[src/rtl/cpu_pkg.sv]
// Shared CPU types.
//   Operation   : ALU operation selector (ADD, SUB and four bitwise ops).
//   seq_state_e : state encoding for the multi-byte ALU sequencer.
//   BYTE_W      : width of one ALU byte lane, used for operand slicing.
package cpu_pkg;

  localparam int BYTE_W = 8;

  typedef enum logic [2:0] {
    ADD  = 3'd0,
    SUB  = 3'd1,
    NOR  = 3'd2,
    NAND = 3'd3,
    XOR  = 3'd4,
    XNOR = 3'd5
  } Operation;

  typedef enum logic {
    S_IDLE = 1'b0,
    S_RUN  = 1'b1
  } seq_state_e;

endpackage

[src/rtl/alu.sv]
// 8-bit combinational ALU.
//   _iOp        : operation select
//   _iA, _iB    : byte operands
//   _iC         : carry (ADD) or borrow (SUB) in; ignored for logic ops
//   _oResult    : byte result
//   _oFlagCarry : carry out (ADD), borrow out (SUB), 0 for logic ops
//   _oFlagZero  : result byte is zero
module alu
  import cpu_pkg::*;
(
  input  Operation             _iOp,
  input  logic [BYTE_W-1:0]    _iA,
  input  logic [BYTE_W-1:0]    _iB,
  input  logic                 _iC,
  output logic [BYTE_W-1:0]    _oResult,
  output logic                 _oFlagCarry,
  output logic                 _oFlagZero
);

  logic [BYTE_W:0] wide;

  always_comb begin
    wide        = '0;
    _oFlagCarry = 1'b0;
    unique case (_iOp)
      ADD: begin
        wide        = {1'b0, _iA} + {1'b0, _iB} + {{BYTE_W{1'b0}}, _iC};
        _oFlagCarry = wide[BYTE_W];
      end
      SUB: begin
        // A 9-bit difference that goes negative sets its top bit: that is the borrow.
        wide        = {1'b0, _iA} - {1'b0, _iB} - {{BYTE_W{1'b0}}, _iC};
        _oFlagCarry = wide[BYTE_W];
      end
      NOR:     wide = {1'b0, ~(_iA | _iB)};
      NAND:    wide = {1'b0, ~(_iA & _iB)};
      XOR:     wide = {1'b0, _iA ^ _iB};
      XNOR:    wide = {1'b0, ~(_iA ^ _iB)};
      default: wide = '0;
    endcase
  end

  assign _oResult  = wide[BYTE_W-1:0];
  assign _oFlagZero = (wide[BYTE_W-1:0] == '0);

endmodule

[src/rtl/alu_seq.sv]
// Multi-byte ALU sequencer: feeds one byte per cycle through a single 8-bit
// alu, chaining carry/borrow between bytes and accumulating the zero flag.
//   clk, reset_n      : clock, asynchronous active-low reset
//   _iStart           : request, sampled only while idle
//   _iOp, _iA, _iB    : operation and BYTES-wide operands, latched at start
//   _iCarryIn         : carry/borrow into byte 0, latched at start
//   _oBusy            : operation in progress
//   _oDone            : one-cycle pulse when result and flags are valid
//   _oResult          : BYTES-wide result (partial while busy)
//   _oFlagCarry       : carry/borrow out of the top byte, 0 for logic ops
//   _oFlagZero        : all result bytes zero
//   _oFlagNeg         : top bit of the result
module alu_seq
  import cpu_pkg::*;
#(
  parameter int BYTES = 4
) (
  input  logic                      clk,
  input  logic                      reset_n,
  input  logic                      _iStart,
  input  Operation                  _iOp,
  input  logic [BYTE_W*BYTES-1:0]   _iA,
  input  logic [BYTE_W*BYTES-1:0]   _iB,
  input  logic                      _iCarryIn,
  output logic                      _oBusy,
  output logic                      _oDone,
  output logic [BYTE_W*BYTES-1:0]   _oResult,
  output logic                      _oFlagCarry,
  output logic                      _oFlagZero,
  output logic                      _oFlagNeg
);

  localparam int IDX_W = (BYTES > 1) ? $clog2(BYTES) : 1;
  localparam logic [IDX_W-1:0] LAST_IDX = IDX_W'(BYTES - 1);

  seq_state_e                      state_q, state_d;
  logic [IDX_W-1:0]                idx_q, idx_d;
  Operation                        op_q, op_d;
  logic [BYTES-1:0][BYTE_W-1:0]    a_q, a_d;
  logic [BYTES-1:0][BYTE_W-1:0]    b_q, b_d;
  logic                            cin_q, cin_d;
  logic                            carry_q, carry_d;
  logic                            zero_q, zero_d;
  logic [BYTES-1:0][BYTE_W-1:0]    result_q, result_d;
  logic                            done_q, done_d;

  logic [BYTE_W-1:0]               alu_res;
  logic                            alu_c_in;
  logic                            alu_carry;
  logic                            alu_zero;

  // Byte 0 takes the latched carry-in; later bytes chain the previous byte's carry.
  assign alu_c_in = (idx_q == '0) ? cin_q : carry_q;

  alu u_alu (
    ._iOp        (op_q),
    ._iA         (a_q[idx_q]),
    ._iB         (b_q[idx_q]),
    ._iC         (alu_c_in),
    ._oResult    (alu_res),
    ._oFlagCarry (alu_carry),
    ._oFlagZero  (alu_zero)
  );

  always_comb begin
    state_d  = state_q;
    idx_d    = idx_q;
    op_d     = op_q;
    a_d      = a_q;
    b_d      = b_q;
    cin_d    = cin_q;
    carry_d  = carry_q;
    zero_d   = zero_q;
    result_d = result_q;
    done_d   = 1'b0;
    unique case (state_q)
      S_IDLE: begin
        if (_iStart) begin
          state_d  = S_RUN;
          op_d     = _iOp;
          a_d      = _iA;
          b_d      = _iB;
          cin_d    = _iCarryIn;
          idx_d    = '0;
          carry_d  = 1'b0;
          // The zero accumulator is an AND chain, so it starts at 1.
          zero_d   = 1'b1;
          result_d = '0;
        end
      end
      S_RUN: begin
        result_d[idx_q] = alu_res;
        carry_d         = alu_carry;
        zero_d          = zero_q & alu_zero;
        if (idx_q == LAST_IDX) begin
          state_d = S_IDLE;
          idx_d   = '0;
          done_d  = 1'b1;
        end else begin
          idx_d = idx_q + IDX_W'(1);
        end
      end
      default: state_d = S_IDLE;
    endcase
  end

  always_ff @(posedge clk or negedge reset_n) begin
    if (!reset_n) begin
      state_q  <= S_IDLE;
      idx_q    <= '0;
      op_q     <= ADD;
      a_q      <= '0;
      b_q      <= '0;
      cin_q    <= 1'b0;
      carry_q  <= 1'b0;
      zero_q   <= 1'b0;
      result_q <= '0;
      done_q   <= 1'b0;
    end else begin
      state_q  <= state_d;
      idx_q    <= idx_d;
      op_q     <= op_d;
      a_q      <= a_d;
      b_q      <= b_d;
      cin_q    <= cin_d;
      carry_q  <= carry_d;
      zero_q   <= zero_d;
      result_q <= result_d;
      done_q   <= done_d;
    end
  end

  assign _oBusy      = (state_q == S_RUN);
  assign _oDone      = done_q;
  assign _oResult    = result_q;
  assign _oFlagCarry = carry_q;
  assign _oFlagZero  = zero_q;
  assign _oFlagNeg   = result_q[BYTES-1][BYTE_W-1];

endmodule

[config.mk]
export PLATFORM = sky130hd
export DESIGN_NAME = alu_seq
export DESIGN_NICKNAME = d
export VERILOG_FILES = /design/src/rtl/cpu_pkg.sv /design/src/rtl/alu.sv /design/src/rtl/alu_seq.sv
export SDC_FILE = /design/constraint.sdc
export NUM_CORES = 1
export LEC_CHECK = 0
export CAP_MARGIN = 20
export CORE_AREA = 2 2 107 109
export CTS_CLUSTER_DIAMETER = 40
export DETAILED_ROUTE_END_ITERATION = 16
export DIE_AREA = 0 0 109 111
export GPL_TIMING_DRIVEN = 0
export HOLD_SLACK_MARGIN = 0.05
export PLACE_DENSITY = 0.91
export SKIP_CTS_REPAIR_TIMING = 1
export SYNTH_ARGS = -nofsm -noshare
export SYNTH_HDL_FRONTEND = slang
export SYNTH_SLANG_ARGS = --single-unit
[constraint.sdc]
create_clock -name clk -period 4.3 [get_ports clk]
set_input_delay 1.075 -clock clk [delete_from_list [all_inputs] [get_ports clk]]
set_output_delay 1.075 -clock clk [all_outputs]
set_load 0.02 [all_outputs]
-- Word-level counts from Yosys, hierarchy flattened
Cells that the tools add are included.
Widths: inputs -> output; s select.
- register bits after elaboration: 106
- input port bits: 71
- output and inout port bits: 37
- word-level logic and storage cells: 70
- add/subtract/negate cells: 5
- $lt $le $gt $ge: 2
- equal/unequal tests: 7
- multiplexer cells: 24
- bitwise gates (word level): 8
- reductions and logical operators: 5
- operators by type and width (kind ; count):
    $pmux 32 s2 ; 1
    $pmux 8 s6 ; 1
    $bmux 8 s2 ; 2
    $bwmux 32 ; 1
    $mux 32 ; 1
    $mux 8 ; 3
    $not 8->8 ; 3
    $demux 8 s2 ; 1
    $add 8x8->9 ; 1
    $add 9x1->9 ; 1
    $sub 8x8->9 ; 1
    $sub 9x1->9 ; 1
    $and 8x8->8 ; 1
    $logic_not 8->1 ; 1
    $or 8x8->8 ; 1
    $pmux 1 s2 ; 4
    $xor 8x8->8 ; 1
    $mux 1 ; 7
    $eq 3x2->1 const B ; 2
    $eq 3x3->1 const B ; 2
    $mux 2 ; 2
    $pmux 2 s2 ; 1
    $eq 3x1->1 const B ; 1
    $logic_not 3->1 ; 1
    other kinds (10) ; 10

-- Logic depth before layout (Yosys ltp)
- word-level depth: 8
- gate-level depth with buffers: 16
- depth with buffers taken out: 14

-- By module
From an unflattened synthesis, not the netlist that was laid out.
- cell total of the unflattened synthesis: 559
- area, all modules: 6516.2 µm²
- by module, submodules not included (module ; instances ; cells each ; area each (µm²) ; seq. area each (µm²)):
    alu_seq ; 1 ; 375 ; 5147.4 ; 2652.5
    alu ; 1 ; 184 ; 1368.8 ; 0.0

-- Worst setup path before layout
OpenSTA, ideal clock, no wires.
- path kind: reg2reg
- start: reg idx_q[0]
- end: reg zero_q, in the netlist _oFlagZero
- library setup time: 103 ps
- arrival: 3821 ps
- data required time: 4197 ps
- slack: 375 ps
- stages on the path, launching flop included: 14
- buffers on the path: 2
- period minus slack after synthesis: 3925 ps
- cell sequence: dfrtp_1 buf_6 buf_1 mux4_2 inv_1 ha_1 ha_1 o211a_1 a2111oi_0 a211oi_1 a221o_1 a211oi_1 inv_1 o41ai_2
- cells in the longest elaborated chain, start to end: 8
- elaborated cells between the ends (all ways): 20
- those cells by class: add/sub: 4; mux: 7; bitwise: 7; reduce/logical: 2
- ends and longest elaborated chain (item ; RTL line ; source):
    start, declared ; alu_seq.sv:37 ; logic [IDX_W-1:0] idx_q, idx_d;
    start signal, assigned ; alu_seq.sv:121 ; idx_q <= idx_d;
    $bmux 8 s2 (on tied branches) ; alu_seq.sv:57, alu_seq.sv:58 ;
    $mux 8 (on tied branches) ; alu_seq.sv:57, alu_seq.sv:58 ;
    $sub 8x8->9, or another cell as far along ; alu.sv:32 ; wide = {1'b0, _iA} - {1'b0, _iB} - {{BYTE_W{1'b0}}, _iC};
    $sub 9x1->9, or another cell as far along ; alu.sv:32 ;
    $pmux 8 s6 * ; alu.sv:25 ; unique case (_iOp)
    $logic_not 8->1 * ; alu.sv:44 ; assign _oFlagZero = (wide[BYTE_W-1:0] == '0);
    $and 1x1->1 * ; alu_seq.sv:94 ; zero_d = zero_q & alu_zero;
    $pmux 1 s2 * ; alu_seq.sv:76 ; unique case (state_q)
    end signal, assigned ; alu_seq.sv:127 ; zero_q <= zero_d;
    end, declared ; alu_seq.sv:43 ; logic zero_q, zero_d;
Every way passes the cells marked *; elsewhere a longest branch is shown, timed or not. The select of a mux whose other input is x is not followed.
A chain may end at the register's enable or synchronous reset.

-- Worst setup path after layout
Same ends and word-level chain as after synthesis.

==> flow_metrics.py <==
metrics = {
    "run_status": {
        "status": "finished, final reports clean",
    },
    "cts": {
        "clkTransAtPathRegs_ns": 0.08,
        "tritoncts": "yes",
        "root_buffer": "clkbuf_16",
        "cts_buffers": 9,
        "cts_buffer_depth": 2,
        "htree_num_levels": 3,
        "clock-sinks": 106,
        "clock_latency_ns": 0.37,
    },
    "setup_path": {
        "required_ns": 4.56,
        "crit_start": "idx_q[0]$_DFFE_PN0P_",
        "worstReg2RegStart": "idx_q[0]$_DFFE_PN0P_",
        "crit_path_start_kind": "register",
        "critPathKind": "reg2reg",
        "crit_fanout": 10,
        "r2r_slack_ns": 0.16,
        "end_kind": "register",
        "worstPathArrival_ns": 4.40,
    },
    "global_routing": {
        "grt_use_met2_pct": 41.1,
        "track_usage_pct": 24.2,
        "grt_pass1_vias": 4466,
        "antenna_found_initial": 0,
        "globalRoute.busiestLayer": "met2",
        "use_met1_pct": 31.2,
        "grt_start_max_net_pins": 56,
        "grt-ovfl-total": 0,
        "grt_pass1_wl_um": 22600,
        "use_met3_pct": 5.00,
    },
    "synth": {
        "synth-async-reset-ratio_pct": 100,
        "synth_warnings": 0,
        "syn-mean-instance-area_um2": 12.0,
        "synthFlopType": "dfrtp_1",
        "seq_area_frac_synth_pct": 46.5,
        "synth_fp_nets": 584,
        "ys_types": 52,
        "synth_area_um2": 5710,
        "synth-edff-count": 0,
        "ys_ff_latch": 106,
        "synthCells": 477,
    },
    "finish": {
        "drive_above_1_share_pct": 18.0,
        "nNetsFinal": 703,
        "diodes": 0,
        "finish.utilization_pct": 66.2,
        "final_cell_mix": "106 x dfrtp_1, 106 x clkdlybuf4s50_1, 66 x mux2_2",
        "design_area_um2": 7340,
        "area_growth_pct": 28.5,
    },
    "die": {
        "num_rows": 39,
        "ios": 108,
        "dieWidth_um": 109,
        "die_y_um": 111,
        "die-area_um2": 12100,
        "start_util_pct": 51.5,
        "core_area_um2": 11100,
    },
    "timing": {
        "min_period_over_period_pct": 96.2,
        "hold_violations": 0,
        "setup_viol": 0,
        "max_slew_margin_pct": 43.5,
        "fmax_mhz": 242,
        "fin_tns_setup_ns": 0,
        "min_period_ns": 4.14,
        "fin_skew_ns": 0.0165,
        "rsz0062_at_grt": "true",
        "slew_viol_final": 0,
        "tightest_slew_ns": 0.845,
    },
    "hold_path": {
        "hold_path.class": "reg2reg",
        "worstHoldStart": "_oResult[13]$_DFFE_PN0P_",
    },
    "detailed_routing": {
        "drc": 0,
        "vias_per_cell": 5.77,
        "firstDrtPassIters": 5,
        "vias": 4294,
        "drtIter0Drc": 306,
        "totalWireLength_um": 13600,
        "final_antenna_net_count": 0,
        "wl_per_cell_um": 18.3,
    },
    "placed_design": {
        "place_hpwl_um": 10300,
        "place_area_um2": 6980,
        "gp_congestion": 0.888,
        "io_buffers": 107,
    },
    "job": {
        "cap_violations": 0,
    },
}
==> logic make-up after synthesis <==
family | share of synthesized area [%]
AO/OA/AOI/OAI | 11.5
XOR/XNOR | 1.99
adder cells (fa/ha/maj) | 8.42
buffers and inverters | 4.10
flip-flops | 46.5
multiplexers | 21.1
AND/OR/NAND/NOR | 6.49
==> flip-flops by register name, summed over array words and instances, names as in the netlist, 2 cells and up <==
register	flops
_oResult	31
a_q	32
b_q	32
idx_q	2
op_q	3
==> metal layers <==
layer	up-vias	share of wire [%]
li1	1966	-
met1	2130	41
met2	178	51
met3	20	6.1
met4	0	1.9
met5	-	0
==> Yosys cell counts, drive strengths merged (3+ instances only) <==
library cell    n  area [um2]
a21o            3        22.5
mux2i           5        50.1
a22o            6        52.6
xor2           10        87.6
a21oi          17        85.1
inv            32         120
a211oi          5        42.5
mux2           66         743
dfrtp         106        2650
nor3            6        30.0
nor2           18        67.6
ha             32         400
xnor2           3        26.3
nor3b           6        45.0
o21ai          32         160
a32o            9        90.1
mux4           17         409
nand2          36         135
fa              4        80.1
a31oi           5        31.3
clkbuf         12        45.0
nor2b           3        18.8
buf            11        65.1
==> stage by stage <==
stage / hold WS (ns) / worst slack, ns / std cells
after floorplan: 0.472 / 0.375 / 477
after global placement: 0.462 / -1.47 / 727
after detailed placement: 0.474 / -0.837 / 728
after CTS: 0.490 / -0.887 / 744
after global routing: 0.512 / -0.0604 / 744
final: 0.482 / 0.163 / 744
==> path summary, 6_finish.rpt <==
kind	to	cells past startpoint
min	_oResult[13]$_DFFE_PN0P_	2
min reg2reg	_oResult[13]$_DFFE_PN0P_	2
max reg2reg	_oFlagZero$_DFFE_PN0P_	13
max in group asynchronous	a_q[2]$_DFFE_PN0P_	2
max	_oFlagZero$_DFFE_PN0P_	13
min in group asynchronous	_oResult[0]$_DFFE_PN0P_	1
==> area by class of cell <==
class	count	area, um2
Tap cell	143	179
Buffer	23	121
Multi-Input combinational cell	315	2860
Inverter	33	124
Fill cell	821	3740
Sequential cell	106	2650
Clock buffer	9	225
Clock inverter	7	75.1
Timing Repair Buffer	108	1100
==> worst max-delay path, cell delays in order (launching register included) <==
cell and delay, ns:
dfrtp_1 0.42, buf_6 0.20, clkbuf_4 0.30, mux4_2 0.59
inv_1 0.08, ha_1 0.32, ha_1 0.40, o211a_1 0.14
a2111oi_1 0.37, a211oi_1 0.11, a221o_1 0.32, a211oi_4 0.34
inv_1 0.10, o41ai_2 0.33
Power is left out: the tool's default activity adds up to more than one toggle a clock period on the data nets, which glitch-free logic cannot reach.
==> RTL change 1 (same settings) <==
Change the parameter `BYTES` from 4 to 8.
--- a/src/rtl/alu_seq.sv
+++ b/src/rtl/alu_seq.sv
@@ -15,3 +15,3 @@
 #(
-  parameter int BYTES = 4
+  parameter int BYTES = 8
 ) (
Ports: changed (resized _iA, _iB and _oResult); port bits go from 108 to 204. No check against the original RTL was run, so the function may have changed too.
==> RTL change 1 against the original RTL <==
Synthesized cell count grew to 2.5 times the old value; the run now fails in global placement without I/O; synthesized area increased by 78%.
==> RTL change 1: results (changes against the original RTL) <==
================================================================================
Synth top cells by count .......................................... nand2_1, dfrtp_1, nor2_1, o21ai_0, nand3_1
Outcome ........................................................... stopped before the end
Cell types occupying the most area after synthesis ................ dfrtp_1, nand2_1, mux2i_1
Post-synthesis cell type count ....................................           60   +15%
Cell count after synthesis ........................................         1195   +150%
Synthesis Warnings ................................................            0   unchanged
Syn Area/Cell .....................................................     8.50 um2   -29%
Share of synthesized flip-flops with an asynchronous set or reset .         100%   unchanged
Yosys reg bits ....................................................          203   +92%
Syn_nets ..........................................................         1365   +130%
Error that halted the flow ........................................ [ERROR GPL-0301] Utilization 101.383 % exceeds 100%.
Last stage reached ................................................ global placement without I/O
Sequential area share after synthesis .............................        50.0%   +3.5 points
================================================================================
-- RTL change 1: cell count changes after synthesis, sizes merged, moves of 12 or more --
cell	delta
mux2	-65
mux4	-13
nand2	+377
nand3	+68
a21oi	+31
clkbuf	+47
dfrtp	+97
nor2	+78
o21ai	+40
nor3	+12
mux2i	+45
-- RTL change 1: cell families after synthesis --
logic type      after synthesis  share of synthesized area [%]
mux                          55                           5.92
simple gates                630                           25.4
compound gates              152                           8.84
fa+ha+maj                    35                           4.60
xor+xnor                     13                           1.12
flops                       203                           50.0
buf+inv                     107                           4.12
==> RTL change 2 (same flow settings) <==
Without the edit above. Reset style: synchronous (`reset_n`), changed in one clocked block. Comments in the files are not updated.
--- a/src/rtl/alu_seq.sv
+++ b/src/rtl/alu_seq.sv
@@ -106,3 +106,3 @@
 
-  always_ff @(posedge clk or negedge reset_n) begin
+  always_ff @(posedge clk) begin
     if (!reset_n) begin
Formal check against the unedited RTL: differs if reset_n is asserted again (counterexample within 4 cycles, from zero or initial values and one cycle with reset_n low); with reset_n held inactive, the same outputs for 4 cycles.
==> RTL change 2 against the original RTL <==
Setup slack worse by 37 ps; sequential cell count is the same; non-clock buffer count up 23; routed wire length grew 14%; synthesized cell count increased by 40%; cell area is essentially flat; synthesized area increased by 0.61%; critical path depth up 2; count of clock-buffer cells in the layout is 1 higher.
Power is left out: it rests on default switching activity, and per cell area and clock period it moved more than threefold.
==> RTL change 2: results (changes against the original RTL) <==
================================================================================
Outcome ...........................................................    completed
Total placed cells including tap cells ............................          915   +26%
Non-clock buffer contribution to total cell area ..................        17.5%   +0.91 points
Syn_nets ..........................................................          773   +32%
Synth top cells by count .......................................... nand2_1, dfxtp_1, a21boi_0, clkbuf_1, ha_1
Fraction of layout instances using a drive strength above 1 .......        6.46%   -12 points
Final Wtd Congestion ..............................................        0.944   +6.3%
Number of multi-input logic gates .................................          482   +53%
Clock tree skew after final layout ................................      8.03 ps   -8.51 ps
Clock network share of area .......................................        4.46%   +0.37 points
Worst Path Class, Setup ........................................... flip-flop to flip-flop
Multiplexer area fraction after synthesis .........................        7.52%   -14 points
Overall routed net length .........................................     15600 um   +14%
Delay contributed by the slowest stage of the critical path .......       500 ps   -90 ps
GRT Overall Usage .................................................        26.5%   +2.3 points
Post-synthesis cell type count ....................................           56   +7.7%
Largest family of logic cells by synthesized area ................. compound AO/OA/AOI/OAI gates
Standard cell with the maximum stage delay on the critical path ...        or4_4
Wire length of the first global-routing pass ......................     25200 um   +12%
Number of global-route vias before repair .........................         5339   +20%
Sequential area share after synthesis .............................        36.9%   -9.5 points
Clock buf count ...................................................           10   +1
Cell types occupying the most area after synthesis ................ dfxtp_1, nand2_1, a21boi_0
Num sequential ....................................................          106   unchanged
Min-delay src .....................................................      a_q[12]
Inverters .........................................................           31   -6.1%
Post-synthesis adder-cell area fraction ...........................        8.37%   -0.051 points
Data arrival at the endpoint of the critical path .................      4440 ps   +40 ps
Placement Cell Area ...............................................  0.00698 mm2   unchanged
Nets@finish .......................................................          891   +27%
Post-detailed-placement half-perimeter wirelength .................     11100 um   +8.3%
Combined flip-flop and latch cell area ............................  0.00212 mm2   -20%
Fillcell total ....................................................          846   +3.0%
Maximum number of pins on one net before global-route repair ......           18   -68%
Share of synthesized flip-flops with an asynchronous set or reset .           0%   -100 points
Area fraction in compound gates after synthesis ...................        20.9%   +9.5 points
Proportion of cell area occupied by multi-input gates .............        45.1%   +6.1 points
Top_reg_cell synth ................................................      dfxtp_1
Cell count after synthesis ........................................          666   +40%
Via count normalized by instance count ............................         5.69   -1.3%
Worst-case reg-to-reg path depth ..................................           15   +2
Router iterations before antenna repair ...........................            6   +1
IO buf count ......................................................          106   -0.93%
DR WL/cell ........................................................      16.7 um   -8.8%
Start of the worst register-to-register path ......................     idx_q[0]
================================================================================
-- RTL change 2: final timing paths --
path | to | slack [ps]
max reg2reg | _oFlagZero | 130
min reg2reg | a_q[12] | 460
min | a_q[12] | 460
max | _oFlagZero | 130
-- RTL change 2: critical path, delay by kind of cell, from the launching register on --
kind / cells / cell delay [ps]
AO/OA/AOI/OAI: 4 / 1260
adder cells (fa/ha/maj): 3 / 870
buffers and inverters: 5 / 660
flip-flops: 1 / 370
multiplexers: 1 / 210
AND/OR/NAND/NOR: 2 / 690
-- RTL change 2: per-stage QoR --
stage                     util, %  hold WS, ps  TNS (ps)
after floorplan                 -          440         0
after global placement       63.0          448      -886
after detailed placement     63.0          456      -942
after CTS                    66.0          467     -1240
after global routing         66.3          483     -19.0
final                        66.3          464         0
-- RTL change 2: layer usage --
metal	vias to the layer above	global-route usage, %	wire length [um]
li1	2517	-	-
met1	2533	32.5	6340
met2	209	44.3	7810
met3	48	4.70	930
met4	0	12.9	495
met5	-	0	0
